`src/rtl/flappy_pkg.sv`:
```
// Shared constants and types for the flappy game logic on the 160x120 playfield.
// Score encoding depends on the SCORE_BCD_EN macro (BCD when defined, binary otherwise).
// Pure declarations; no state.
package flappy_pkg;

   localparam int SCREEN_W = 160;
   localparam int SCREEN_H = 120;

   localparam logic [2:0] GREEN = 3'b010;
   localparam logic [2:0] BLACK = 3'b000;

   typedef enum logic [1:0] {
      IDLE,
      RUN,
      DEAD
   } game_state_t;

   // Game tuning
   localparam logic [7:0]        BIRD_X      = 8'd4;
   localparam logic signed [4:0] GRAVITY     = 5'sd1;
   localparam logic signed [4:0] FLAP_VEL    = 5'sd4;
   localparam logic signed [4:0] MAX_VEL     = 5'sd6;
   localparam logic [7:0]        PIPE_SPEED  = 8'd1;
   localparam logic [6:0]        GAP_H       = 7'd24;
   localparam logic [7:0]        GAP_MIN     = 8'd8;
   localparam logic [7:0]        GAP_MAX     = 8'd88;
   localparam logic [7:0]        GAP_SPAN    = GAP_MAX - GAP_MIN + 8'd1;

   // Playfield limits and bird footprint
   localparam logic [7:0]        X_RIGHT     = 8'(SCREEN_W - 1);
   localparam logic signed [8:0] Y_TOP       = 9'sd1;
   localparam logic signed [8:0] Y_FLOOR     = 9'(SCREEN_H - 2);
   localparam logic [7:0]        COL_LO      = BIRD_X - 8'd1;
   localparam logic [7:0]        COL_HI      = BIRD_X + 8'd1;

   // Values loaded on reset and on restart from DEAD
   localparam logic [6:0]        Y_INIT      = 7'd60;
   localparam logic [6:0]        PY_INIT     = 7'd48;
   localparam logic [7:0]        LFSR_SEED   = 8'hA5;

   // Score increment with saturation, in the build-selected encoding
   function automatic logic [7:0] score_inc(input logic [7:0] s);
      logic [7:0] r;
`ifdef SCORE_BCD_EN
      if (s == 8'h99) begin
         r = s;
      end else if (s[3:0] == 4'd9) begin
         r = {s[7:4] + 4'd1, 4'd0};
      end else begin
         r = {s[7:4], s[3:0] + 4'd1};
      end
`else
      r = (s == 8'hFF) ? s : s + 8'd1;
`endif
      return r;
   endfunction

endpackage

```
`src/rtl/flappy_lfsr.sv`:
```
// 8-bit Fibonacci LFSR (taps 8,6,5,4), seeded with 8'hA5 on reset.
// Advances every cycle; output is the current register value.
// No backpressure; the shift is invertible so a non-zero seed never reaches zero.
module flappy_lfsr
   import flappy_pkg::*;
(
   input  logic       CLOCK_50,
   input  logic       reset,
   output logic [7:0] q
);

   logic [7:0] lfsr_q;
   logic [7:0] lfsr_d;

   // Shift left, feeding back the XOR of taps 8,6,5,4
   always_comb begin
      lfsr_d = {lfsr_q[6:0], lfsr_q[7] ^ lfsr_q[5] ^ lfsr_q[4] ^ lfsr_q[3]};
   end

   // Seed register
   always_ff @(posedge CLOCK_50) begin
      if (reset) begin
         lfsr_q <= LFSR_SEED;
      end else begin
         lfsr_q <= lfsr_d;
      end
   end

   assign q = lfsr_q;

endmodule

```
`src/rtl/game_state_updater.sv`:
```
// Flappy game-logic stage: bird/pipe physics, score and alive state; emits the per-frame erase request.
// Physics commits 2 cycles after the painter's erase-done toggle is sampled; game_pulse is registered.
// No backpressure; a flap edge waits in flap_pending until the next step. Score BCD via SCORE_BCD_EN.
module game_state_updater
   import flappy_pkg::*;
#(
   parameter int FRAME_DIV = 833333
) (
   input  logic       CLOCK_50,
   input  logic       reset,
   input  logic       flap,
   input  logic       game_tick_after_erase,
   output logic       game_pulse,
   output logic [6:0] box_y,
   output logic [7:0] pipe_one_x,
   output logic [6:0] pipe_one_y,
   output logic [7:0] score,
   output logic       dead
);

   localparam int               CNT_W    = (FRAME_DIV > 1) ? $clog2(FRAME_DIV) : 1;
   localparam logic [CNT_W-1:0] CNT_LAST = CNT_W'(FRAME_DIV - 1);

   logic [CNT_W-1:0]  frame_cnt_q, frame_cnt_d;
   logic              game_pulse_q, game_pulse_d;
   logic              tick_q, tick_prev_q, step_q;
   logic              flap_prev_q;
   logic              flap_pending_q, flap_pending_d;
   game_state_t       state_q, state_d;
   logic signed [4:0] vel_q, vel_d;
   logic [6:0]        box_y_q, box_y_d;
   logic [7:0]        pipe_x_q, pipe_x_d;
   logic [6:0]        pipe_y_q, pipe_y_d;
   logic [7:0]        score_q, score_d;
   logic              dead_q, dead_d;

   logic              step;
   logic              flap_rise;
   logic              flap_eff;
   logic [7:0]        lfsr_q;

   // Candidate results of one physics step, used only when a step commits
   logic signed [4:0] vel_sum, vel_run;
   logic signed [8:0] y_sum;
   logic [6:0]        y_run;
   logic [7:0]        x_run;
   logic [6:0]        py_run;
   logic [6:0]        bird_top, bird_bot, gap_bot;
   logic              floor_hit, in_col, hit, cleared;

   flappy_lfsr u_lfsr (
      .CLOCK_50 (CLOCK_50),
      .reset    (reset),
      .q        (lfsr_q)
   );

   // Frame counter wraps at FRAME_DIV-1; the pulse is registered against the next count
   always_comb begin
      frame_cnt_d  = (frame_cnt_q == CNT_LAST) ? '0 : frame_cnt_q + CNT_W'(1);
      game_pulse_d = (frame_cnt_d == CNT_LAST);
   end

   // Edge detection on the erase-done toggle and the flap button
   always_comb begin
      step      = tick_q ^ tick_prev_q;
      flap_rise = flap & ~flap_prev_q;
      flap_eff  = flap_pending_q | flap_rise;
   end

   // One physics step: velocity, vertical clamp, pipe scroll, collision and score
   always_comb begin
      vel_sum = vel_q + GRAVITY;
      if (flap_eff) begin
         vel_run = -FLAP_VEL;
      end else if (vel_sum > MAX_VEL) begin
         vel_run = MAX_VEL;
      end else if (vel_sum < -MAX_VEL) begin
         vel_run = -MAX_VEL;
      end else begin
         vel_run = vel_sum;
      end

      y_sum     = $signed({2'b00, box_y_q}) + 9'(vel_run);
      floor_hit = 1'b0;
      if (y_sum < Y_TOP) begin
         y_run = 7'(Y_TOP);
      end else if (y_sum > Y_FLOOR) begin
         y_run     = 7'(Y_FLOOR);
         floor_hit = 1'b1;
      end else begin
         y_run = y_sum[6:0];
      end

      if (pipe_x_q < PIPE_SPEED) begin
         x_run  = X_RIGHT;
         py_run = 7'(GAP_MIN + (lfsr_q % GAP_SPAN));
      end else begin
         x_run  = pipe_x_q - PIPE_SPEED;
         py_run = pipe_y_q;
      end

      // The bird spans rows y-1..y+1; any row outside the gap is a crash
      bird_top = y_run - 7'd1;
      bird_bot = y_run + 7'd1;
      gap_bot  = py_run + GAP_H - 7'd1;
      in_col   = (x_run >= COL_LO) && (x_run <= COL_HI);
      hit      = in_col && ((bird_top < py_run) || (bird_bot > gap_bot));
      cleared  = (pipe_x_q >= COL_LO) && (x_run < COL_LO) && !hit;
   end

   // Game FSM next state: IDLE waits for a flap, RUN steps physics, DEAD freezes until a flap
   always_comb begin
      state_d        = state_q;
      vel_d          = vel_q;
      box_y_d        = box_y_q;
      pipe_x_d       = pipe_x_q;
      pipe_y_d       = pipe_y_q;
      score_d        = score_q;
      flap_pending_d = flap_pending_q | flap_rise;

      case (state_q)
         IDLE, RUN: begin
            if (step_q && (state_q == RUN || flap_eff)) begin
               vel_d          = vel_run;
               box_y_d        = y_run;
               pipe_x_d       = x_run;
               pipe_y_d       = py_run;
               flap_pending_d = 1'b0;
               if (cleared) begin
                  score_d = score_inc(score_q);
               end
               state_d = (floor_hit || hit) ? DEAD : RUN;
            end
         end
         DEAD: begin
            flap_pending_d = 1'b0;
            if (flap_rise) begin
               state_d  = IDLE;
               vel_d    = '0;
               box_y_d  = Y_INIT;
               pipe_x_d = X_RIGHT;
               pipe_y_d = PY_INIT;
               score_d  = '0;
            end
         end
         default: begin
            state_d = IDLE;
         end
      endcase

      dead_d = (state_d == DEAD);
   end

   // All state registers; reset wins over any step in flight
   always_ff @(posedge CLOCK_50) begin
      if (reset) begin
         frame_cnt_q    <= '0;
         game_pulse_q   <= 1'b0;
         tick_q         <= 1'b0;
         tick_prev_q    <= 1'b0;
         step_q         <= 1'b0;
         flap_prev_q    <= 1'b0;
         flap_pending_q <= 1'b0;
         state_q        <= IDLE;
         vel_q          <= '0;
         box_y_q        <= Y_INIT;
         pipe_x_q       <= X_RIGHT;
         pipe_y_q       <= PY_INIT;
         score_q        <= '0;
         dead_q         <= 1'b0;
      end else begin
         frame_cnt_q    <= frame_cnt_d;
         game_pulse_q   <= game_pulse_d;
         tick_q         <= game_tick_after_erase;
         tick_prev_q    <= tick_q;
         step_q         <= step;
         flap_prev_q    <= flap;
         flap_pending_q <= flap_pending_d;
         state_q        <= state_d;
         vel_q          <= vel_d;
         box_y_q        <= box_y_d;
         pipe_x_q       <= pipe_x_d;
         pipe_y_q       <= pipe_y_d;
         score_q        <= score_d;
         dead_q         <= dead_d;
      end
   end

   assign game_pulse = game_pulse_q;
   assign box_y      = box_y_q;
   assign pipe_one_x = pipe_x_q;
   assign pipe_one_y = pipe_y_q;
   assign score      = score_q;
   assign dead       = dead_q;

endmodule
```
`config.mk`:
```
export PLATFORM = sky130hd
export DESIGN_NAME = game_state_updater
export DESIGN_NICKNAME = d
export VERILOG_FILES = /design/src/rtl/flappy_pkg.sv /design/src/rtl/flappy_lfsr.sv /design/src/rtl/game_state_updater.sv
export SDC_FILE = /design/constraint.sdc
export NUM_CORES = 1
export LEC_CHECK = 0
export CAP_MARGIN = 5
export CELL_PAD_IN_SITES_DETAIL_PLACEMENT = 0
export CELL_PAD_IN_SITES_GLOBAL_PLACEMENT = 1
export CORE_ASPECT_RATIO = 0.7
export CORE_MARGIN = 2
export CORE_UTILIZATION = 50
export CTS_CLUSTER_DIAMETER = 200
export DETAILED_ROUTE_END_ITERATION = 8
export DONT_BUFFER_PORTS = 1
export GPL_TIMING_DRIVEN = 0
export PLACE_DENSITY = 0.95
export SYNTH_ARGS = -nofsm -noshare
export SYNTH_HDL_FRONTEND = slang
export SYNTH_SLANG_ARGS = --single-unit
```
`constraint.sdc`:
```
create_clock -name CLOCK_50 -period 11.9 [get_ports CLOCK_50]
set_clock_uncertainty 0.2 [all_clocks]
set_input_delay 3.57 -clock CLOCK_50 [delete_from_list [all_inputs] [get_ports CLOCK_50]]
set_output_delay 3.57 -clock CLOCK_50 [all_outputs]
set_load 0.005 [all_outputs]
```
==> summary.txt, run 1 <==
run status -> finished, final reports clean
Worst EP arrival -> 9.84 ns
Adder-Cell Fraction of Synth Area -> 9.70%
TritonCTS clock tree -> built
vias in the first global route -> 3966
Netlist Area Pre-Place -> 4980 µm²
Synth Area per Inst -> 7.97 µm²
FP Rows -> 30
Final Hold Violating Endpoints -> 0
initial core utilization -> 51.4%
Yosys top cell by area -> dfxtp_1
Post-Synthesis Cells -> 625
post-synthesis cell type count -> 72
dominant synthesized flop cell -> dfxtp_1
final WL -> 12400 µm
drt first pass iters -> 7
Post-Synth XOR/XNOR Area -> 10.6%
largest net degree at the start of global routing -> 14
ANT nets after route -> 0
DR iter-0 viols -> 477
io pins -> 36
Synth top area share -> 29.0%
Ant. Diodes -> 0
global route hottest layer -> met1
synth warn -> 0
gr ovfl total -> 0
slew of the pin with the lowest slew margin -> 0.867 ns
synthesis-to-layout area growth -> 9.32%
worst min-delay path class -> reg2reg
WL/cell -> 16.2 µm
Max Slew Vio Count -> 0
hpwl dp -> 9450 µm
global-route wire length before repair -> 20200 µm
# Max-Cap Violations -> 0
multiplexer share of the synthesized area -> 2.44%
share of layout cells above drive strength 1 -> 7.49%
initial antenna violation count -> 0
final worst path period share -> 82.4%
largest family of logic cells by synthesized area -> simple AND/OR/NAND/NOR gates
Seq cells post-synth -> 72
most instantiated cells after synthesis -> 78 x nor2_1, 72 x dfxtp_1, 51 x nand2_1
Root Buffer -> clkbuf_16
met2 usage in global routing -> 33.4%
count of hold-fix buffers inserted at cts -> 0
Port Buf Inserts -> 0
Setup TNS -> 0 ns
Crit path required time -> 11.93 ns
Worst slew margin -> 41.9%
Clock transition at path regs -> 0.06 ns
DRC violations left -> 0
critical path startpoint category -> input pin
DIE AREA -> 10800 µm²
CP top delay family -> compound AO/OA/AOI/OAI gates
vias per cell -> 5.83
global routing met1 resource utilization -> 35.7%
clock sink total -> 72
Buf/Inv on CP -> 5
net count after synthesis -> 667
Total Routing Usage GR -> 24.0%
f_max -> 102 MHz
met3 GRT Util -> 6.41%
later-pin clock latency in the skew report -> 0.34 ns
post-CTS setup buffer count -> 0
fill count -> 913
Synth Area in Simple Gates -> 27.1%
CTS max path bufs -> 2
CORE AREA -> 9680 µm²
most frequent CP cell -> o21a_1
routability cong. -> 0.826
max incr delay on CP -> 0.52 ns
P_leak -> 2.05 nW
asr flop ratio synth -> 0%
die width -> 123 µm
crit path max fanout -> 10
top cells by area, synth -> dfxtp_1 29%, ha_1 9.3%, nor2_1 5.9%
Setup crit end kind -> flip-flop
number of non-filler instances in the completed layout -> 769
Synth Area in Compound Gates -> 17.3%
worst vdd ir -> 0.0758 mV
slowest cell on the critical path -> o32ai_1
die height -> 87.5 µm
Post-layout nets -> 678
RSZ-0062 raised after global routing -> false
CTS Buf Count -> 9
pwr dens -> 150 nW/µm²
min cycle time layout -> 9.81 ns
cell total after placement -> 753
via count -> 4486
sequential share of the synthesized area -> 29.0%
H-Tree Depth -> 3
EDFF count, synth -> 0
setup violators final -> 0
top-count cell post-synth -> nor2_1
# resized after CTS -> 0
crit path kind -> in2reg
[placed cells by master, fill, tap and decap left out, types with 3 or more instances in the layout]
cell type,Yosys,layout
dfxtp_1,72,72
and2_1,4,4
nand3_1,21,21
o211ai_1,4,4
nor2b_1,21,21
ha_1,37,37
and3_1,6,6
nand4_1,5,5
o21a_1,16,16
a21oi_1,38,38
buf_2,4,4
nand2_1,51,51
o22ai_1,9,9
or3_1,4,4
nor3_1,22,22
mux2i_1,6,6
nor4_1,8,8
nor3b_1,3,3
a22oi_1,6,6
xor2_1,32,32
or2_2,11,11
a211oi_1,4,4
nand2b_1,13,13
clkbuf_16,0,9
o21ai_0,27,27
nor2_1,78,78
clkbuf_1,17,17
xnor2_1,28,28
inv_1,23,23
[final timing paths]
path	startpoint	to	slack, ns	depth (start not counted)
setup reg to reg	vel_q[0]$_SDFFE_PP0P_	dead$_SDFF_PP0_	4.60	32
setup / recovery	flap	dead$_SDFF_PP0_	2.09	29
hold / removal	step_q$_SDFF_PP0_	state_q[0]$_SDFF_PP0_	0.27	1
hold reg to reg	step_q$_SDFF_PP0_	state_q[0]$_SDFF_PP0_	0.27	1
[flip-flops by register name, summed over array words and instances, names as in the netlist, 2 cells and up]
signal / flops
frame_cnt_q: 20
pipe_one_x: 8
score: 8
u_lfsr.q: 8
box_y: 7
pipe_one_y: 7
vel_q: 5
state_q: 2
[worst reg2reg max path, delay by kind of cell, from the launching register on]
| kind | cells | cell delay [ns] |
|---|---|---|
| AOI/OAI and AO/OA | 16 | 3.09 |
| xor gates and xnor gates | 2 | 0.64 |
| DFF | 1 | 0.42 |
| adders and majority gates | 5 | 1.39 |
| buffers and inverters | 4 | 0.72 |
| and+or+nand+nor | 5 | 0.75 |
[layout make-up]
class                   instances  area, µm²  share of cell area, %
plain buffers                  25        108                   1.98
clock buffers                  10        239                   4.39
clock inverters                 6       65.1                   1.20
inverters                      23       86.3                   1.59
multi-input cells             505       3340                   61.4
flip-flops and latches         72       1440                   26.5
well taps                     128        160                   2.94
[cell families (layout without fill, tap and decap cells)]
logic type                 after synthesis  count (layout)
and+or+nand+nor                        264             264
AOI/OAI and AO/OA                      133             133
DFF                                     72              72
xor gates and xnor gates                60              60
buffers and inverters                   48              64
adders and majority gates               38              38
muxes                                   10              10
[through the flow]
stage / cell area [µm²] / setup WS (ns) / util, % / hold slack, ns / total power [mW]
floorplan: 4980 / 3.01 / - / 0.240 / 0.476
global route: 5440 / 1.70 / 56.2 / 0.291 / 0.863
finish: 5440 / 2.09 / 56.2 / 0.266 / 0.815
CTS: 5440 / 2.28 / 56.2 / 0.268 / 0.816
global placement: 5140 / 2.03 / 53.1 / 0.250 / 0.527
detailed placement: 5140 / 1.97 / 53.1 / 0.262 / 0.535
[per-layer routing]
metal | up-vias | part of all wire (%)
li1 | 2222 | -
met1 | 2102 | 51
met2 | 144 | 41
met3 | 18 | 7.3
met4 | 0 | 1.5
met5 | - | 0
[where the power goes]
part | leakage [nW] | switching (mW) | internal, mW
Sequential | 0.586 | 0.0108 | 0.250
Combinational | 1.32 | 0.158 | 0.118
Clock | 0.149 | 0.109 | 0.169
Note: power is estimated with default switching activity, not from simulation.
==> run 2: changes to the inputs <==
CORE_UTILIZATION = 44   (was 50)
PLACE_DENSITY = 0.89   (was 0.95)
clock period = 8.7 ns   (was 11.9 ns; I/O delays follow)
==> run 2 against run 1 <==
First-iteration DRC count down 13%. Count of clock-buffer cells in the layout decreased by 1. Combinational power is 45% higher. Clock power up 48%. Critical endpoint unchanged. Via count fell by 1.5%. Largest cell class unchanged. Largest power group unchanged.
==> summary.txt, run 2 (synthesized netlist as in run 1, its figures left out) <==
commonest cells after routing, fill and taps aside -> 78 x nor2_1, 72 x dfxtp_1, 51 x nand2_1
crit path kind -> in2reg
global-route wire length before repair -> 20700 µm (+2.4%)
initial antenna violation count -> 0 (unchanged)
FP Rows -> 32 (+6.7%)
H-Tree Depth -> 3 (unchanged)
WL/cell -> 15.8 µm (-2.3%)
Max Slew Vio Count -> 0 (unchanged)
crit path max fanout -> 8 (-2)
max incr delay on CP -> 0.40 ns (-0.12 ns)
Most flops, register -> frame_cnt_q
Post-layout nets -> 678 (unchanged)
hold depth -> 2 (+1)
later-pin clock latency in the skew report -> 0.34 ns (about the same)
vias per cell -> 5.57 (-4.6%)
Reg2Reg Depth -> 29 (-9.4%)
vias in the first global route -> 4087 (+3.1%)
CTS max path bufs -> 2 (unchanged)
initial core utilization -> 45.2% (-6.2 points)
worst hold start -> vel_q[4]$_SDFFE_PP0P_
DIE AREA -> 12200 µm² (+13%)
Final Hold Violating Endpoints -> 0 (unchanged)
DR iter-0 viols -> 415 (-13%)
routability cong. -> 0.883 (+6.9%)
setup violators final -> 0 (unchanged)
CP top delay family -> compound AO/OA/AOI/OAI gates
fill count -> 1034 (+13%)
largest net degree at the start of global routing -> 15 (+1)
slew of the pin with the lowest slew margin -> 0.897 ns (+0.0298 ns)
P_leak -> 2.08 nW (+1.5%)
die height -> 93.0 µm (+6.3%)
RSZ-0062 raised after global routing -> false
io pins -> 36 (unchanged)
register area -> 1440 µm² (unchanged)
Root Buffer -> clkbuf_16
Worst R2R Setup Slack -> 1.95 ns (-2.65 ns)
Setup WS post-layout -> 0.381 ns (-1.71 ns)
area of the multi-input gates -> 3390 µm² (+1.5%)
final hold slack -> 0.279 ns (+0.0132 ns)
Ant. Diodes -> 0 (unchanged)
share of layout cells above drive strength 1 -> 8.74% (+1.2 points)
hpwl dp -> 9460 µm (+0.15%)
CTS Buf Count -> 9 (unchanged)
Worst EP arrival -> 8.34 ns (-1.50 ns)
Crit path required time -> 8.73 ns (-3.20 ns)
Clock transition at path regs -> 0.06 ns (about the same)
Total Routing Usage GR -> 21.0% (-3.0 points)
TritonCTS clock tree -> built
CORE AREA -> 11000 µm² (+14%)
Setup crit end kind -> flip-flop
Port Buf Inserts -> 0 (unchanged)
most frequent CP cell -> o21a_1
Place WS -> -0.381 ns (-2.36 ns)
Hold Crit Endpoint -> vel_q[4]$_SDFFE_PP0P_
post-CTS setup buffer count -> 0 (unchanged)
worst vdd ir -> 0.116 mV (+53%)
Reg-to-Reg End -> dead$_SDFF_PP0_
max reg flops -> 20 (unchanged)
critical path startpoint category -> input pin
die width -> 131 µm (+6.4%)
Buf/Inv on CP -> 4 (-1)
DRC violations left -> 0 (unchanged)
clock sink total -> 72 (unchanged)
# Max-Cap Violations -> 0 (unchanged)
pwr dens -> 211 nW/µm² (+41%)
Worst slew margin -> 39.9% (-2.0 points)
min cycle time layout -> 8.32 ns
ANT nets after route -> 0 (unchanged)
via count -> 4420 (-1.5%)
f_max -> 120 MHz
gr ovfl total -> 0 (unchanged)
slowest cell on the critical path -> ha_1
commonest non-fill, non-tap cell in the layout -> nor2_1
final worst path period share -> 95.6%
final WL -> 12600 µm (+0.86%)
worst min-delay path class -> reg2reg
run status -> finished, final reports clean
synthesis-to-layout area growth -> 11.5%
Critical R2R Launch -> vel_q[0]$_SDFFE_PP0P_
drt first pass iters -> 5 (-2)
run 2: per-layer routing:
| metal | routed length [µm] | vias up | GRT usage (%) |
|---|---|---|---|
| met5 | 0 | - | 0 |
| met4 | 99 | 0 | 4.08 |
| met3 | 755 | 12 | 4.88 |
| met2 | 5050 | 119 | 30.4 |
| met1 | 6650 | 2056 | 31.6 |
| li1 | - | 2233 | - |
run 2: report_power, final:
part	switching [mW]	internal [mW]	leakage, nW
sequential	0.0140	0.341	0.586
clock	0.157	0.254	0.157
combinational	0.232	0.171	1.34
total	0.403	0.767	2.08
run 2: worst max-delay path by stage:
stage / start / endpoint / slack, ns / cells past startpoint
after floorplan: flap / dead$_SDFF_PP0_ / 0.77 / 29
after global placement: flap / dead$_SDFF_PP0_ / -0.26 / 29
after detailed placement: flap / dead$_SDFF_PP0_ / -0.38 / 29
after CTS: flap / dead$_SDFF_PP0_ / 0.07 / 29
after global routing: flap / dead$_SDFF_PP0_ / 0.07 / 27
final: flap / dead$_SDFF_PP0_ / 0.38 / 27
run 2: final cells by class:
class	count	share of cell area (%)
Multi-Input combinational cell	505	61.1
Sequential cell	72	26.0
Clock buffer	9	4.06
Tap cell	153	3.45
Buffer	25	2.01
Clock inverter	7	1.85
Inverter	23	1.55
run 2: worst register-to-register path, delay by kind of cell (launching register included):
family,cells,cell delay (ns)
adders and majority gates,4,1.15
buffers and inverters,2,0.21
xor gates and xnor gates,2,0.58
AOI/OAI and AO/OA,17,3.60
and+or+nand+nor,4,0.46
DFF,1,0.42
run 2: what timing repair did:
action                     CTS  global route
resized for setup            2            11
pin swaps                    0             1
setup endpoints to repair    2             3
hold buffers                 0             0
run 2: through the flow:
stage	utilization, %	setup TNS, ns	cells	total power [mW]	instance area (µm²)
4_1_cts	50.1	0	794	1.15	5510
3_5_place_dp	47.0	-0.901	778	0.737	5170
2_1_floorplan	-	0	625	0.651	4980
3_3_place_gp	47.0	-0.432	778	0.723	5170
5_1_grt	50.4	0	794	1.23	5550
6_report	50.4	0	794	1.17	5550
==> run 3: changes to the inputs <==
CORE_UTILIZATION = 50   (was 44)
PLACE_DENSITY = 0.95   (was 0.89)
RECOVER_POWER = 25   (was not set)
SKIP_CTS_REPAIR_TIMING = 1   (was not set)
clock period = 10.2 ns   (was 8.7 ns; I/O delays follow)
==> results of run 3 <==
Same layout as run 1 (identical final DEF). Status: finished, final reports clean.
Main changes from that run: setup slack after placement 1.97 ns -> 0.784 ns; setup slack after layout 2.09 ns -> 0.902 ns; register-to-register setup slack 4.60 ns -> 2.90 ns; total power 0.815 mW -> 0.951 mW; worst IR drop on VDD 0.0758 mV -> 0.0884 mV
